[config.mk]
export PLATFORM = sky130hd
export DESIGN_NAME = stopwatch_counter
export DESIGN_NICKNAME = d
export VERILOG_FILES = /design/src/rtl/stopwatch_counter.sv
export SDC_FILE = /design/constraint.sdc
export NUM_CORES = 1
export LEC_CHECK = 0
export BUFFER_PORTS_ARGS = -buffer_cell sky130_fd_sc_hd__buf_2
export CORE_UTILIZATION = 40
export CTS_BUF_LIST = sky130_fd_sc_hd__clkbuf_4 sky130_fd_sc_hd__clkbuf_8 sky130_fd_sc_hd__clkbuf_16
export CTS_CLUSTER_DIAMETER = 200
export DETAILED_ROUTE_END_ITERATION = 6
export SLEW_MARGIN = 20
export SYNTH_ARGS = -nofsm -noshare
export SYNTH_HDL_FRONTEND = slang
export SYNTH_SLANG_ARGS = --single-unit
[constraint.sdc]
create_clock -name Crystal -period 1.9 [get_ports Crystal]
set_clock_uncertainty 0.15 [all_clocks]
set_input_delay 0.19 -clock Crystal [delete_from_list [all_inputs] [get_ports Crystal]]
set_output_delay 0.19 -clock Crystal [all_outputs]
set_load 0.01 [all_outputs]
[src/rtl/stopwatch_counter.sv]
// ============================================================================
// stopwatch_counter : tenth-second prescaler and MM:SS.t BCD time counter
// Revision 1.0 - initial release
// ============================================================================
`default_nettype none

module stopwatch_counter #(
  parameter int PRESCALE   = 3277,
  parameter int PRESCALE_W = 12
) (
  input  logic       Crystal,
  input  logic       nSysReset,
  input  logic       WatchRunning,
  input  logic       WatchReset,
  output logic [3:0] Tenths,
  output logic [3:0] SecsLo,
  output logic [3:0] SecsHi,
  output logic [3:0] MinsLo,
  output logic [3:0] MinsHi,
  output logic       Tick,
  output logic       Overflow
);

  localparam logic [PRESCALE_W-1:0] PRESCALE_LAST = PRESCALE_W'(PRESCALE - 1);
  localparam logic [PRESCALE_W-1:0] PRESCALE_ONE  = PRESCALE_W'(1);

  // Returns {carry_out, next_digit} for a BCD digit that rolls over after max.
  function automatic logic [4:0] bcd_step(input logic [3:0] digit, input logic [3:0] max);
    if (digit == max) begin
      bcd_step = {1'b1, 4'd0};
    end else begin
      bcd_step = {1'b0, digit + 4'd1};
    end
  endfunction

  logic [PRESCALE_W-1:0] prescaler_q, prescaler_d;
  logic [3:0]            tenths_q,  tenths_d;
  logic [3:0]            secs_lo_q, secs_lo_d;
  logic [3:0]            secs_hi_q, secs_hi_d;
  logic [3:0]            mins_lo_q, mins_lo_d;
  logic [3:0]            mins_hi_q, mins_hi_d;
  logic                  tick_q,    tick_d;
  logic                  overflow_q, overflow_d;

  logic [4:0] step_t, step_sl, step_sh, step_ml, step_mh;
  logic       advance;
  logic       carry_sl, carry_sh, carry_ml, carry_mh, wrap;

  // Every digit's successor is precomputed so the whole carry chain settles in one edge.
  always_comb begin
    step_t  = bcd_step(tenths_q,  4'd9);
    step_sl = bcd_step(secs_lo_q, 4'd9);
    step_sh = bcd_step(secs_hi_q, 4'd5);
    step_ml = bcd_step(mins_lo_q, 4'd9);
    step_mh = bcd_step(mins_hi_q, 4'd5);
  end

  always_comb begin
    advance  = WatchRunning && (prescaler_q == PRESCALE_LAST);
    carry_sl = advance  && step_t[4];
    carry_sh = carry_sl && step_sl[4];
    carry_ml = carry_sh && step_sh[4];
    carry_mh = carry_ml && step_ml[4];
    wrap     = carry_mh && step_mh[4];
  end

  always_comb begin
    prescaler_d = prescaler_q;
    tenths_d    = tenths_q;
    secs_lo_d   = secs_lo_q;
    secs_hi_d   = secs_hi_q;
    mins_lo_d   = mins_lo_q;
    mins_hi_d   = mins_hi_q;
    tick_d      = 1'b0;
    overflow_d  = overflow_q;

    if (WatchReset) begin
      prescaler_d = '0;
      tenths_d    = 4'd0;
      secs_lo_d   = 4'd0;
      secs_hi_d   = 4'd0;
      mins_lo_d   = 4'd0;
      mins_hi_d   = 4'd0;
      overflow_d  = 1'b0;
    end else if (WatchRunning) begin
      prescaler_d = advance ? '0 : prescaler_q + PRESCALE_ONE;
      tick_d      = advance;
      if (advance)  tenths_d  = step_t[3:0];
      if (carry_sl) secs_lo_d = step_sl[3:0];
      if (carry_sh) secs_hi_d = step_sh[3:0];
      if (carry_ml) mins_lo_d = step_ml[3:0];
      if (carry_mh) mins_hi_d = step_mh[3:0];
      if (wrap)     overflow_d = 1'b1;
    end
  end

  always_ff @(posedge Crystal or negedge nSysReset) begin
    if (!nSysReset) begin
      prescaler_q <= '0;
      tenths_q    <= 4'd0;
      secs_lo_q   <= 4'd0;
      secs_hi_q   <= 4'd0;
      mins_lo_q   <= 4'd0;
      mins_hi_q   <= 4'd0;
      tick_q      <= 1'b0;
      overflow_q  <= 1'b0;
    end else begin
      prescaler_q <= prescaler_d;
      tenths_q    <= tenths_d;
      secs_lo_q   <= secs_lo_d;
      secs_hi_q   <= secs_hi_d;
      mins_lo_q   <= mins_lo_d;
      mins_hi_q   <= mins_hi_d;
      tick_q      <= tick_d;
      overflow_q  <= overflow_d;
    end
  end

  assign Tenths   = tenths_q;
  assign SecsLo   = secs_lo_q;
  assign SecsHi   = secs_hi_q;
  assign MinsLo   = mins_lo_q;
  assign MinsHi   = mins_hi_q;
  assign Tick     = tick_q;
  assign Overflow = overflow_q;

endmodule

`default_nettype wire

* Word-level counts from Yosys, hierarchy flattened *
Cells that the tools add are included.

cells by class
  mux-type cells = 28
  add/subtract/negate cells = 6
  div/mod/pow operators = 0
  shifts and indexed selects = 0
  bitwise logic cells = 0
  reduce and logical (&&, ||, !) cells = 19
  $lt $le $gt $ge = 0
  $mul = 0
  equality and inequality tests = 6

operators by type and width
  kind                   number
  $mux 4                 15
  $mux 12                3
  $mux 5                 5
  $add 4x1->4 const B    5
  $reduce_bool 2->1      7
  $add 12x1->12 const B  1
  $eq 12x12->1 const B   1
  $eq 4x4->1 const B     3
  $reduce_and 2->1       6
  $eq 4x3->1 const B     2
  $logic_and 1x1->1      6
  $mux 1                 5

storage, ports and cells
  output and inout bits = 22
  bits in latches = 0
  flip-flop bits (word level) = 34
  ROM bits = 0
  word-level logic and storage cells = 67
  memory bits (writable) = 0
  memories = 0
  input bits = 4

* Longest topological paths before layout *
Gate-level depths: netlist (run 1).

  depth in word-level cells = 10
  gate-level depth with buffers = 8
  mapped depth without buffers = 6

* Least setup slack after synthesis (run 1) *
Ideal clock, no wire load.

  path kind = reg2reg
  start = reg tenths_q[1], in the netlist Tenths[1]
  end = reg mins_hi_q[1], in the netlist MinsHi[1]
  arrival time = 1.726 ns
  required time = 1.672 ns
  library setup time = 0.078 ns
  buffers on the path = 1
  path slack = -0.054 ns
  cell stages (with the launch flop) = 8
  cell sequence = dfrtp_1 -> inv_1 -> ha_1 -> and3b_1 -> buf_2 -> nand4_1 -> or4_1 -> a21oi_1

between the ends
  word-level cells in the longest chain between the ends = 8

RTL lines
  what                                RTL line  RTL
  start: declaration                  37        logic [3:0] tenths_q, tenths_d;
  start signal: assignment            109       tenths_q <= tenths_d;
  $eq 4x4->1                          29        if (digit == max) begin
  $mux 5                              29
  $logic_and 1x1->1                   60        carry_sl = advance && step_t[4];
  $logic_and 1x1->1                   61        carry_sh = carry_sl && step_sl[4];
  $logic_and 1x1->1                   62        carry_ml = carry_sh && step_sh[4];
  $logic_and 1x1->1                   63        carry_mh = carry_ml && step_ml[4];
  $reduce_bool 2->1 (no source line)  --
  $reduce_and 2->1 (no source line)   --
  end signal: assignment              113       mins_hi_q <= mins_hi_d;
  end: declaration                    41        logic [3:0] mins_hi_q, mins_hi_d;

Every way passes these cells.
A chain may end at the register's enable or synchronous reset.

* Worst setup path in the final report (run 1) *
  start = reg tenths_q[1], in the netlist Tenths[1]
  end = reg mins_hi_q[0], in the netlist MinsHi[0]

Same word-level chain as after synthesis.

==> metrics.yaml, run 1 <==
clock_tree:
  insertion_delay_ps: 290
  cts_buffer_depth: 2
  cts_tree: "yes"
  cts_made_buffers: 5
  cts_root_buf: "clkbuf_8"
  htree_levels: 2
  clk_pin_slew_ps: 70
  cts.sinks: 34
grt:
  track_usage: 0.192
  grt_pass1_wl_um: 7730
  grt_antenna_before_repair: 0
  grt_max_degree: 35
  first_global_vias: 1654
  grt.overflow.total: 0
critical_path:
  crit_slowest_cell: "or4_4"
  end_kind: "register"
  path_cells: "inv_1, ha_2, and3b_2, nand4_1, or4_4, a21oi_2"
  worstRegToRegCells: 6
  cp_max_fo: 5
  crit_type: "register to register"
  worst_ep_arrival_time_ps: 1990
  crit_required_ps: 1970
  r2r_slack_ps: -20
  critPathLaunchType: "register"
  startpoint: "Tenths[1]$_DFFE_PN0P_"
  r2r_start: "Tenths[1]$_DFFE_PN0P_"
  critPathMaxStageDelay_ps: 520
  rr_endpoint: "MinsHi[0]$_DFFE_PN0P_"
finish:
  finalCoreUtilization: 0.557
  drive_gt1_frac: 0.349
  num_antenna_cells: 0
  area_delta_synth_final_pct: 33.6
  most-common-layout-cells: "buf_4 (46), dfrtp_1 (34), buf_2 (25)"
  layout_commonest_cell: "buf_4"
  num-nets-final: 295
  final_cells: 345
sta:
  hold_viol: 0
  rsz0062_at_grt: "true"
  max_freq_ghz: 0.521
  layout_setup_ws_ps: -18.0
  whs_ps: 71.3
  slew_viol_final: 0
  worstMarginPinSlew_ps: 451
  fin_crit_sh: 1.01
  fin_crit_ps: 1920
  setup_violations: 4
  slew_headroom: 0.699
placed_design:
  dp_cells: 333
  place_ws_ps: -53.1
  globalplace.congestion: 0.791
  io_buffers: 25
  place_hpwl_um: 3210
floorplan:
  die_x_um: 72.4
  io_pins: 26
  initial_core_util: 0.417
  dieHeight_um: 72.4
  die-area_sq_mm: 0.00524
  core-area_sq_mm: 0.00475
  rows: 25
yosys:
  ys_seq_area_frac: 0.429
  synth_cells: 208
  synth-seq-cells: 34
  yosys_warnings: 0
  syn-mean-instance-area_sq_um: 9.53
  yosysUniqueCellTypes: 36
  synth_edf_count: 0
  syn_nets: 224
  synthArstFlopShare: 1.00
  synthFlopType: "dfrtp_1"
  synth.cell_area_sq_mm: 0.00198
routing:
  vias: 1863
  wl_per_cell_um: 13.8
  ant_nets: 0
  drc: 0
  vias_per_cell: 5.40
  wl_um: 4750
  first_pass_iters: 4
  drt_first_iter_violations: 102
power:
  cellLeakagePower_nw: 1.25
  irDropWorstVdd_uv: 281
  power_density_mw_per_mm2: 501
worst_hold_path:
  min_from: "WatchRunning"
  worstHoldEndpoint: "prescaler_q[0]$_DFFE_PN0P_"
  hold_depth: 3
  hp-class: "input pin to register"
outcome:
  violations: "setup timing"
  outcome: "finished, violations left"
flow_run:
  drv_cap: 0
## where the power goes
part	internal [mW]	leakage, nW	switching [mW]
logic	0.0178	0.733	0.0426
clock network	0.279	0.0431	0.258
registers	0.727	0.474	0.00195
## state kept, by name (all words and copies together), names as in the netlist
register and flops:
prescaler_q 12, MinsHi 4, MinsLo 4, SecsHi 4, SecsLo 4, Tenths 4
Overflow 1, Tick 1
## cells in the mapped netlist (5+ instances only)
| cell type | number | area share |
|---|---|---|
| o21ai_0 | 14 | 0.035 |
| o31ai_1 | 5 | 0.019 |
| nor2_1 | 14 | 0.026 |
| nand3_1 | 8 | 0.020 |
| nand2_1 | 10 | 0.019 |
| or3_1 | 5 | 0.016 |
| inv_1 | 8 | 0.015 |
| a21oi_1 | 22 | 0.056 |
| or4_1 | 8 | 0.030 |
| ha_1 | 12 | 0.076 |
| clkbuf_1 | 7 | 0.013 |
| xor2_1 | 8 | 0.035 |
| and3_1 | 6 | 0.019 |
| dfrtp_1 | 34 | 0.43 |
| nand4_1 | 11 | 0.035 |
## timing repair
action                                  in CTS  in global routing
cloned                                       0                  1
hold endpoints to repair                    34                  0
gates resized for setup                      4                 12
pin swaps                                    6                  7
endpoints found under the setup margin      17                 18
setup buffers                                1                  3
hold buffers                                 1                  0
## how the worst max path moves through the flow
| stage | end | cells past startpoint |
|---|---|---|
| 2_1_floorplan | SecsHi[3]$_DFFE_PN0P_ | 7 |
| 3_3_place_gp | SecsHi[3]$_DFFE_PN0P_ | 6 |
| 3_5_place_dp | Tenths[1]$_DFFE_PN0P_ | 7 |
| 4_1_cts | Tenths[1]$_DFFE_PN0P_ | 7 |
| 5_1_grt | MinsHi[1]$_DFFE_PN0P_ | 6 |
| 6_report | MinsHi[0]$_DFFE_PN0P_ | 6 |
## cells by family after synthesis
family / Yosys count / synth area share
compound gates: 49 / 0.146
xor+xnor: 9 / 0.0397
fa+ha+maj: 12 / 0.0757
buf+inv: 19 / 0.0416
flops: 34 / 0.429
simple gates: 85 / 0.268
## critical path, delay by kind of cell, from the launching register on
kind                     cells  cell delay [ps]
AO/OA/AOI/OAI                1              140
adder cells (fa/ha/maj)      1              170
buffers and inverters        1               60
flip-flops                   1              380
AND/OR/NAND/NOR              3              960
## through the flow
step | cell area [sq um] | TNS, ps | total power [mW]
6_report | 2650 | -38.5 | 1.33
5_1_grt | 2650 | -877 | 1.38
4_1_cts | 2580 | -19.7 | 1.34
3_5_place_dp | 2470 | -342 | 0.801
3_3_place_gp | 2470 | -155 | 0.801
2_1_floorplan | 1990 | -65.4 | 0.765
## routing by layer
layer / vias up / part of all wire / track usage
met5: - / 0 / 0
met2: 35 / 0.47 / 0.294
li1: 913 / - / -
met4: 0 / 0.013 / 0.0654
met1: 908 / 0.48 / 0.267
met3: 7 / 0.034 / 0.0458
## area by class of cell
cell class | instances | area, sq um
clock buffers | 6 | 82.6
repair buffers | 74 | 503
multi-input cells | 156 | 1100
inverters | 8 | 30.0
fillers | 466 | 2100
well taps | 67 | 83.8
flip-flops and latches | 34 | 851
Note: power is estimated with default switching activity, not from simulation.
==> inputs of run 2 (changes only) <==
PLACE_DENSITY = 0.58   (was unset)
==> metrics.yaml, run 2 (synthesis gave the netlist of run 1 again) <==
outcome:
  outcome: "finished, violations left"
  violations: "setup timing"
floorplan:
  rows: 25  # unchanged
  core-area_sq_mm: 0.00475  # unchanged
  io_pins: 26  # unchanged
  dieHeight_um: 72.4  # unchanged
  die-area_sq_mm: 0.00524  # unchanged
  initial_core_util: 0.417  # unchanged
  die_x_um: 72.4  # unchanged
routing:
  drc: 0  # unchanged
  ant_nets: 0  # unchanged
  vias: 1870  # +0.38%
  first_pass_iters: 4  # unchanged
  drt_first_iter_violations: 87  # -15%
  vias_per_cell: 5.33  # -1.3%
  wl_per_cell_um: 14.6  # +5.8%
  wl_um: 5120  # +7.7%
clock_tree:
  cts_buffer_depth: 2  # unchanged
  cts_tree: "yes"
  cts.sinks: 34  # unchanged
  insertion_delay_ps: 290  # about the same
  htree_levels: 2  # unchanged
  clk_pin_slew_ps: 70  # about the same
  cts_root_buf: "clkbuf_8"
  cts_made_buffers: 5  # unchanged
power:
  cellLeakagePower_nw: 1.28  # +2.5%
  irDropWorstVdd_uv: 487  # +73%
  power_density_mw_per_mm2: 497  # -0.71%
finish:
  drive_gt1_frac: 0.398  # +0.0490
  num-nets-final: 299  # +1.4%
  largest_reg_flops: 12  # unchanged
  area_delta_synth_final_pct: 38.8
  regArea_sq_um: 851  # unchanged
  num_antenna_cells: 0  # unchanged
  fillers: 462  # -0.86%
  most-common-layout-cells: "buf_4 (49), dfrtp_1 (34), buf_2 (25)"
  multiInputGateArea_sq_mm: 0.00117  # +6.1%
  final_area_sq_mm: 0.00275  # +3.9%
  layout_commonest_cell: "buf_4"
  top_register: "prescaler_q"
sta:
  rsz0062_at_grt: "true"
  max_freq_ghz: 0.512  # -1.8%
  fin_crit_sh: 1.03  # +0.0190
  worstMarginPinSlew_ps: 416  # -34.9 ps
  hold_viol: 0  # unchanged
  slew_viol_final: 0  # unchanged
  layout_setup_ws_ps: -54.2  # -36.1 ps
  fin_crit_ps: 1950  # +36.1 ps
  slew_headroom: 0.723  # +0.0233
  setup_violations: 4  # unchanged
  setup_tns_ps: -141  # -102 ps
  whs_ps: 111  # +40.0 ps
critical_path:
  crit_required_ps: 1970  # about the same
  crit_type: "register to register"
  critPathLaunchType: "register"
  cp_max_fo: 6  # +1
  worst_ep_arrival_time_ps: 2020  # +30 ps
  end_kind: "register"
grt:
  grt.overflow.total: 0  # unchanged
  grt_antenna_before_repair: 0  # unchanged
  grt_pass1_wl_um: 8370  # +8.2%
  track_usage: 0.209  # +0.0164
  first_global_vias: 1799  # +8.8%
  grt_max_degree: 19  # -46%
placed_design:
  globalplace.congestion: 0.770  # -2.7%
  io_buffers: 25  # unchanged
  place_hpwl_um: 3480  # +8.4%
  place_area_sq_mm: 0.00248  # +0.30%
worst_hold_path:
  hp-class: "input pin to register"
flow_run:
  drv_cap: 0  # unchanged
-- run 2: cell type report --
cell class,count,share of cell area
Clock buffer,7,0.0327
Clock inverter,1,0.00182
Inverter,8,0.0109
Multi-Input combinational cell,157,0.424
Sequential cell,34,0.309
Tap cell,67,0.0305
Timing Repair Buffer,77,0.191
-- run 2: power breakdown --
part           total [mW]  switching, mW  internal [mW]
Sequential          0.728        0.00191          0.727
Clock               0.572          0.266          0.307
Combinational      0.0676         0.0455         0.0221
Total                1.37          0.313           1.06
-- run 2: critical path: stages (launching register included) --
cell     delay [ps]
dfrtp_1         380
inv_1            60
ha_1            150
and3b_2         270
nand4_1         200
or4_4           560
a21oi_2         120
-- run 2: what timing repair did --
item                                   CTS  global route
endpoints found under the hold margin   16             0
pin swaps                                8            12
gates resized for setup                  9            19
setup endpoints to repair               17            19
cloned                                   2             0
buffers inserted                         6             0
hold buffers                             1             0
-- run 2: layer usage --
metal  vias up  part of all wire  global-route usage
met5         -                 0                   0
met4         0             0.019              0.0893
met3         7             0.038              0.0444
met2        42              0.48               0.326
met1       895              0.47               0.279
li1        926                 -                   -
-- run 2: final timing paths --
path,start,to,slack (ps),depth (start not counted)
worst max register to register,SecsLo[1]$_DFFE_PN0P_,MinsHi[0]$_DFFE_PN0P_,-50,6
worst min register to register,Overflow$_DFFE_PN0P_,Overflow$_DFFE_PN0P_,390,2
worst max-delay path,SecsLo[1]$_DFFE_PN0P_,MinsHi[0]$_DFFE_PN0P_,-50,6
min in group asynchronous,nSysReset,SecsLo[1]$_DFFE_PN0P_,220,2
worst min-delay path,WatchReset,MinsHi[0]$_DFFE_PN0P_,110,2
max in group asynchronous,nSysReset,MinsHi[3]$_DFFE_PN0P_,900,3
-- run 2: metrics by stage --
step / total power [mW] / cells / util / setup WS, ps
final: 1.37 / 351 / 0.579 / -54.2
after global routing: 1.42 / 351 / 0.579 / -136
after CTS: 1.38 / 351 / 0.563 / -11.9
after detailed placement: 0.806 / 334 / 0.521 / -91.2
after global placement: 0.806 / 334 / 0.521 / -61.8
after floorplan: 0.765 / 208 / - / -24.3
